`src/rtl/cur_blk_sched.sv`:
```
// Walks a CU in raster-ordered 4x4 sub-blocks: issues cur_data row reads, captures the rows, hands them downstream.
// One sub-block per RD_LAT+2 cycles; no new read is issued while a captured sub-block waits for blk_ready.
module cur_blk_sched #(
    parameter int ADDR_W = 13,
    parameter int DATA_W = 32,
    parameter int RD_LAT = 1
) (
    input  logic              i_clk,
    input  logic              i_rst_n,
    input  logic              i_start,
    input  logic              i_abort,
    input  logic [5:0]        i_cu_w_blk,
    input  logic [5:0]        i_cu_h_blk,
    input  logic [ADDR_W-1:0] i_base_addr,
    output logic              o_busy,
    output logic              o_done,
    output logic              o_cur_en,
    output logic              o_cur_export,
    output logic [ADDR_W-1:0] o_cur_addr0,
    output logic [ADDR_W-1:0] o_cur_addr1,
    output logic [ADDR_W-1:0] o_cur_addr2,
    output logic [ADDR_W-1:0] o_cur_addr3,
    input  logic [DATA_W-1:0] i_cur_data0,
    input  logic [DATA_W-1:0] i_cur_data1,
    input  logic [DATA_W-1:0] i_cur_data2,
    input  logic [DATA_W-1:0] i_cur_data3,
    output logic              o_blk_valid,
    input  logic              i_blk_ready,
    output logic [DATA_W-1:0] o_blk_data0,
    output logic [DATA_W-1:0] o_blk_data1,
    output logic [DATA_W-1:0] o_blk_data2,
    output logic [DATA_W-1:0] o_blk_data3,
    output logic [4:0]        o_blk_x,
    output logic [4:0]        o_blk_y,
    output logic              o_blk_last
);

    typedef enum logic [2:0] {
        S_IDLE,
        S_ISSUE,
        S_WAIT,
        S_HOLD,
        S_FIN
    } state_t;

    localparam logic [2:0] LP_LAST_WAIT = 3'(RD_LAT - 1);

    state_t r_state;
    state_t w_state_nxt;

    logic [5:0]        r_w;
    logic [5:0]        r_h;
    logic [4:0]        r_bx;
    logic [4:0]        r_by;
    logic [ADDR_W-1:0] r_rp;
    logic [ADDR_W-1:0] r_row_start;
    logic [2:0]        r_wait_cnt;
    logic              r_blk_valid;
    logic              r_blk_last;
    logic [DATA_W-1:0] r_blk_data0;
    logic [DATA_W-1:0] r_blk_data1;
    logic [DATA_W-1:0] r_blk_data2;
    logic [DATA_W-1:0] r_blk_data3;

    logic              w_abort;
    logic              w_start_acc;
    logic              w_zero_dim;
    logic              w_rd_last;
    logic              w_capture;
    logic              w_hs;
    logic              w_col_end;
    logic              w_row_end;
    logic [ADDR_W-1:0] w_w_ext;
    logic [ADDR_W-1:0] w_row_step;

    assign w_abort     = i_abort && (r_state != S_IDLE);
    assign w_start_acc = i_start && (r_state == S_IDLE);
    assign w_zero_dim  = (i_cu_w_blk == 6'd0) || (i_cu_h_blk == 6'd0);
    assign w_rd_last   = (r_wait_cnt == LP_LAST_WAIT);
    assign w_capture   = (r_state == S_WAIT) && w_rd_last && !w_abort;
    assign w_hs        = (r_state == S_HOLD) && r_blk_valid && i_blk_ready && !w_abort;
    assign w_col_end   = ({1'b0, r_bx} == (r_w - 6'd1));
    assign w_row_end   = ({1'b0, r_by} == (r_h - 6'd1));
    assign w_w_ext     = ADDR_W'(r_w);
    assign w_row_step  = w_w_ext << 2;

    always_ff @(posedge i_clk) begin
        if (!i_rst_n) begin
            r_state <= S_IDLE;
        end else begin
            r_state <= w_state_nxt;
        end
    end

    always_comb begin
        w_state_nxt = r_state;
        case (r_state)
            S_IDLE:  if (i_start) w_state_nxt = w_zero_dim ? S_FIN : S_ISSUE;
            S_ISSUE: w_state_nxt = S_WAIT;
            S_WAIT:  if (w_rd_last) w_state_nxt = S_HOLD;
            S_HOLD:  if (r_blk_valid && i_blk_ready) w_state_nxt = r_blk_last ? S_FIN : S_ISSUE;
            S_FIN:   w_state_nxt = S_IDLE;
            default: w_state_nxt = S_IDLE;
        endcase
        // abort wins over start and the downstream handshake
        if (w_abort) w_state_nxt = S_IDLE;
    end

    always_ff @(posedge i_clk) begin
        if (!i_rst_n) begin
            r_w         <= '0;
            r_h         <= '0;
            r_bx        <= '0;
            r_by        <= '0;
            r_rp        <= '0;
            r_row_start <= '0;
            r_wait_cnt  <= '0;
            r_blk_valid <= 1'b0;
            r_blk_last  <= 1'b0;
            r_blk_data0 <= '0;
            r_blk_data1 <= '0;
            r_blk_data2 <= '0;
            r_blk_data3 <= '0;
        end else begin
            if (w_start_acc) begin
                r_w         <= i_cu_w_blk;
                r_h         <= i_cu_h_blk;
                r_bx        <= '0;
                r_by        <= '0;
                r_rp        <= i_base_addr;
                r_row_start <= i_base_addr;
            end

            if ((r_state == S_WAIT) && !w_rd_last && !w_abort) begin
                r_wait_cnt <= r_wait_cnt + 3'd1;
            end else begin
                r_wait_cnt <= '0;
            end

            if (w_capture) begin
                r_blk_valid <= 1'b1;
                r_blk_last  <= w_col_end && w_row_end;
                r_blk_data0 <= i_cur_data0;
                r_blk_data1 <= i_cur_data1;
                r_blk_data2 <= i_cur_data2;
                r_blk_data3 <= i_cur_data3;
            end

            if (w_hs) begin
                r_blk_valid <= 1'b0;
                if (!r_blk_last) begin
                    // row_start is kept separately so a row wrap never depends on bx
                    if (w_col_end) begin
                        r_bx        <= '0;
                        r_by        <= r_by + 5'd1;
                        r_row_start <= r_row_start + w_row_step;
                        r_rp        <= r_row_start + w_row_step;
                    end else begin
                        r_bx <= r_bx + 5'd1;
                        r_rp <= r_rp + ADDR_W'(1);
                    end
                end
            end

            if (w_abort) begin
                r_blk_valid <= 1'b0;
            end
        end
    end

    assign o_busy       = (r_state != S_IDLE);
    assign o_cur_en     = o_busy;
    assign o_done       = (r_state == S_FIN);
    assign o_cur_export = (r_state == S_ISSUE);
    assign o_cur_addr0  = r_rp;
    assign o_cur_addr1  = r_rp + w_w_ext;
    assign o_cur_addr2  = r_rp + (w_w_ext << 1);
    assign o_cur_addr3  = r_rp + w_w_ext + (w_w_ext << 1);
    assign o_blk_valid  = r_blk_valid;
    assign o_blk_data0  = r_blk_data0;
    assign o_blk_data1  = r_blk_data1;
    assign o_blk_data2  = r_blk_data2;
    assign o_blk_data3  = r_blk_data3;
    assign o_blk_x      = r_bx;
    assign o_blk_y      = r_by;
    assign o_blk_last   = r_blk_last;

endmodule

```
`config.mk`:
```
export PLATFORM = sky130hd
export DESIGN_NAME = cur_blk_sched
export DESIGN_NICKNAME = d
export VERILOG_FILES = /design/src/rtl/cur_blk_sched.sv
export SDC_FILE = /design/constraint.sdc
export NUM_CORES = 1
export LEC_CHECK = 0
export ABC_AREA = 0
export BUFFER_PORTS_ARGS = -buffer_cell sky130_fd_sc_hd__buf_2
export CELL_PAD_IN_SITES_DETAIL_PLACEMENT = 2
export CELL_PAD_IN_SITES_GLOBAL_PLACEMENT = 2
export CORE_ASPECT_RATIO = 2
export CORE_MARGIN = 5
export CORE_UTILIZATION = 28
export CTS_CLUSTER_SIZE = 20
export DETAILED_ROUTE_END_ITERATION = 16
export PLACE_DENSITY = 0.89
export SETUP_SLACK_MARGIN = 0.05
export SLEW_MARGIN = 15
export SYNTH_ARGS = -nofsm -noshare
export SYNTH_HDL_FRONTEND = slang
export SYNTH_SLANG_ARGS = --single-unit
```
`constraint.sdc`:
```
create_clock -name i_clk -period 4.77 [get_ports i_clk]
set_input_delay 0.477 -clock i_clk [delete_from_list [all_inputs] [get_ports i_clk]]
set_output_delay 0.477 -clock i_clk [all_outputs]
set_load 0.005 [all_outputs]
```
==> flow_summary_export.csv <==
group,metric,value,unit
routing,drt-pass1-iter-count,4,
floorplan,std_cell_rows,91,
worst_setup_path,worstPathBufferInverterCount,2,
timing,final.setup.tns,0,ps
timing,finalWorstPathRequiredPeriod,4421,ps
worst_setup_path,critical_path.max_fanout,9,
worst_setup_path,worst-endpoint-arrival,3940,ps
logic_synthesis,nets_in_the_synthesized_netlist,1334,
logic_synthesis,netlist.top_cell.by_area,"dfxtp_1",
floorplan,num_io_pins,354,
placed_design,placement.io_buffers,353,
worst_hold_path,worst_hold_path_type,"input pin to flip-flop",
clock_network,cts.clk_slew.worst_paths,80,ps
floorplan,die_width,135.3,microns
clock_network,inserted_clock_buffers,17,
floorplan,height_of_the_die,260.5,microns
global_route,largest_net_degree_at_the_start_of_global_routing,111,
placed_design,dp_hpwl,30190,microns
logic_synthesis,synth_cells,1141,
worst_setup_path,top_cell_family_by_delay_on_the_critical_path,"compound AO/OA/AOI/OAI gates",
timing,report.final.slew_viol_count,0,
global_route,grt_overflow,0,
worst_setup_path,slowest_cell_delay_on_critical_path,430,ps
worst_setup_path,criticalPathCategory,"flip-flop to output pin",
timing,max_slew_margin,0.2916,
placed_design,placed_area,0.01091,sq mm
global_route,antenna_violations_before_repair,7,
power,worst_ir_drop_vdd,0.0002314,V
timing,worst_clock_skew,16.42,ps
final_layout,fin_area,0.01154,sq mm
logic_synthesis,number_of_enable_flip_flop_cells_after_synthesis,0,
timing,hold_viol_final,0,
final_layout,fin_util,0.3727,
clock_network,post_cts_hold_buffer_count,0,
logic_synthesis,synth.top_cells.by_area,"dfxtp_1 (42%), nand2_1 (14%), a21oi_1 (10%), ha_1 (4.4%), xnor2_1 (3.4%)",
clock_network,cts-root-buf,"clkbuf_16",
power,power.density_cell_area,406.9,mW/mm^2
timing,tightestPinTransition,1057,ps
global_route,wire_length_of_the_first_global_routing_pass,60130,microns
timing,achievable-frequency,226.2,MHz
logic_synthesis,synth_seq_cells,184,
floorplan,core_region_area,0.03097,sq mm
floorplan,fp.dieArea,0.03524,sq mm
clock_network,clock_latency_at_the_later_pin_of_the_worst_skew_pair,450,ps
logic_synthesis,avgSynthCellArea,7.701,sq um
routing,routed-via-count,9598,
timing,finalSetupViolations,0,
worst_setup_path,worst-endpoint-required,4290,ps
logic_synthesis,asyncSetResetFlopFracSynth,0,
run_status,status,"finished, final reports clean",
clock_network,clock_path_buffers,2,
floorplan,floorplan.initialDensity,0.2837,
routing,drc,0,
clock_network,clock_sinks,184,
clock_network,cts_post_setup_buffers_inserted,0,
final_layout,nFillCells,3692,
worst_setup_path,worst_path_cell_chain,"ha_2, inv_1, fa_1, nor2b_1, o31a_1, o21ai_0, nand2_1, xor2_1, ha_1, o21a_1, a21oi_1, a311oi_2, nand4b_1, xnor2_1, buf_2",
final_layout,syn2layout_area_growth,31.34,%
power,power.static_leakage,5.211,nW
routing,antenna_violating_nets_post_route,0,
clock_network,cts_tree,"done",
final_layout,final_net_count,1641,
clock_network,htreeDepth,4,
worst_setup_path,crit_path_end_kind,"output pin",
worst_setup_path,cp_slowest_cell,"dfxtp_4",
logic_synthesis,syn_area,0.008787,sq mm
logic_synthesis,ys_seq_area_frac,0.4192,
job,max-cap-violations,0,
global_route,grt_pass1_vias,10860,
logic_synthesis,synth.cells.most_frequent,"nand2_1 (335), dfxtp_1 (184), a21oi_1 (180)",
routing,iter_0_drt_violations,365,
final_layout,final_layout_size_suffix_gt1_frac,0.2827,
logic_synthesis,yosysWarnings,0,
routing,viasPerCell,5.089,
logic_synthesis,leading_cell_type_by_number_of_instances_after_synthesis,"nand2_1",
global_route,grtUsageTotal,0.2199,
timing,timing.final.crit_share,0.9268,
logic_synthesis,fraction_of_synthesized_cell_area_taken_by_the_top_area_cell_type,0.4192,
logic_synthesis,distinct_cell_type_count_after_synthesis,61,
routing,wirelength,39480,microns
logic_synthesis,synthFlopType,"dfxtp_1",
routing,routedWlPerCell,20.93,microns
placed_design,place.gp.congestion,0.8651,
timing,rsz0062_at_grt,"no",
worst_setup_path,worstSetupStartpointType,"flip-flop",
[stage by stage]
stage	hold WS (ps)	std cells	setup WS [ps]	power [mW]
floorplan	417.3	1141	1345	2.630
global placement	427.1	1847	589.0	3.145
detailed placement	444.9	1847	360.6	3.238
CTS	226.9	1879	144.8	4.761
global route	238.4	1886	71.92	4.964
finish	264.0	1886	349.0	4.696
[where the power goes]
| part | switching (mW) | total (mW) | internal [mW] |
|---|---|---|---|
| sequential | 0.158 | 1.85 | 1.69 |
| combinational | 0.827 | 1.37 | 0.542 |
| clock | 0.705 | 1.48 | 0.775 |
[path summary, 6_finish.rpt]
path	startpoint	to	slack, ps	depth (start not counted)
min reg2reg	o_blk_data1[8]	o_blk_data1[8]	460	2
max	r_w[0]	o_cur_addr3[12]	350	15
max reg2reg	r_state[0]	o_blk_y[2]	1600	6
min	i_cur_data1[8]	o_blk_data1[8]	260	3
[layout make-up]
class | instances | area (sq um) | share of cell area
inverter | 25 | 96.34 | 0.008348
tap | 418 | 523.0 | 0.04532
clock inverter | 13 | 148.9 | 0.01290
clock buffer | 19 | 452.9 | 0.03925
multi-input combinational | 853 | 4728 | 0.4097
timing repair buffer | 367 | 1884 | 0.1633
sequential | 184 | 3690 | 0.3197
antenna | 7 | 17.52 | 0.001518
[routing by layer]
metal,GRT usage,share of wire
met1,0.1844,0.31
met2,0.4403,0.57
met3,0.06404,0.059
met4,0.1256,0.053
met5,0,0
[state kept, by name (all words and copies together), names as in the netlist]
name and cells:
o_blk_data0 32, o_blk_data1 32, o_blk_data2 32, o_blk_data3 32, o_blk_last 1, o_blk_valid 1
o_blk_x 5, o_blk_y 5, o_cur_addr0 13, r_h 6, r_row_start 13, r_state 3
r_w 6, r_wait_cnt 3
[logic make-up after synthesis]
group / count (synthesis) / synth area share
AOI/OAI and AO/OA: 288 / 0.1904
and+or+nand+nor: 470 / 0.2284
adders and majority gates: 35 / 0.05325
buffers and inverters: 104 / 0.04713
muxes: 9 / 0.01082
DFF: 184 / 0.4192
xor gates and xnor gates: 51 / 0.05083
[cells in the final DEF (no fill, tap or decap), drive strengths merged, types with 4 or more instances in the layout]
cell type | Yosys | layout
nand4 | 9 | 9
inv | 24 | 33
fa | 4 | 4
nor4 | 5 | 5
diode | 0 | 7
or3 | 7 | 7
nand2b | 6 | 6
nand2 | 335 | 335
o211ai | 4 | 4
a31oi | 8 | 8
or4 | 4 | 4
xor2 | 17 | 17
a21o | 11 | 11
a21oi | 180 | 180
nor3 | 13 | 13
a211oi | 11 | 11
a22oi | 5 | 5
o21ai | 32 | 32
xnor2 | 34 | 34
and3 | 12 | 12
nor3b | 5 | 5
dfxtp | 184 | 184
clkbuf | 66 | 19
ha | 31 | 31
mux2i | 8 | 8
clkinv | 1 | 4
buf | 13 | 367
nor2 | 36 | 36
nand3 | 24 | 24
[timing repair]
item                                    CTS  global route
endpoints found under the setup margin    3             1
pin swaps                                 0             2
gates resized for setup                   2             5
gates cloned                              0             0
[tightest hold or removal path, stage by stage]
cell	delay, ps
buf_2	100
nand2_1	50
a21oi_1	50
No activity file was read; power rests on OpenSTA's default activity.
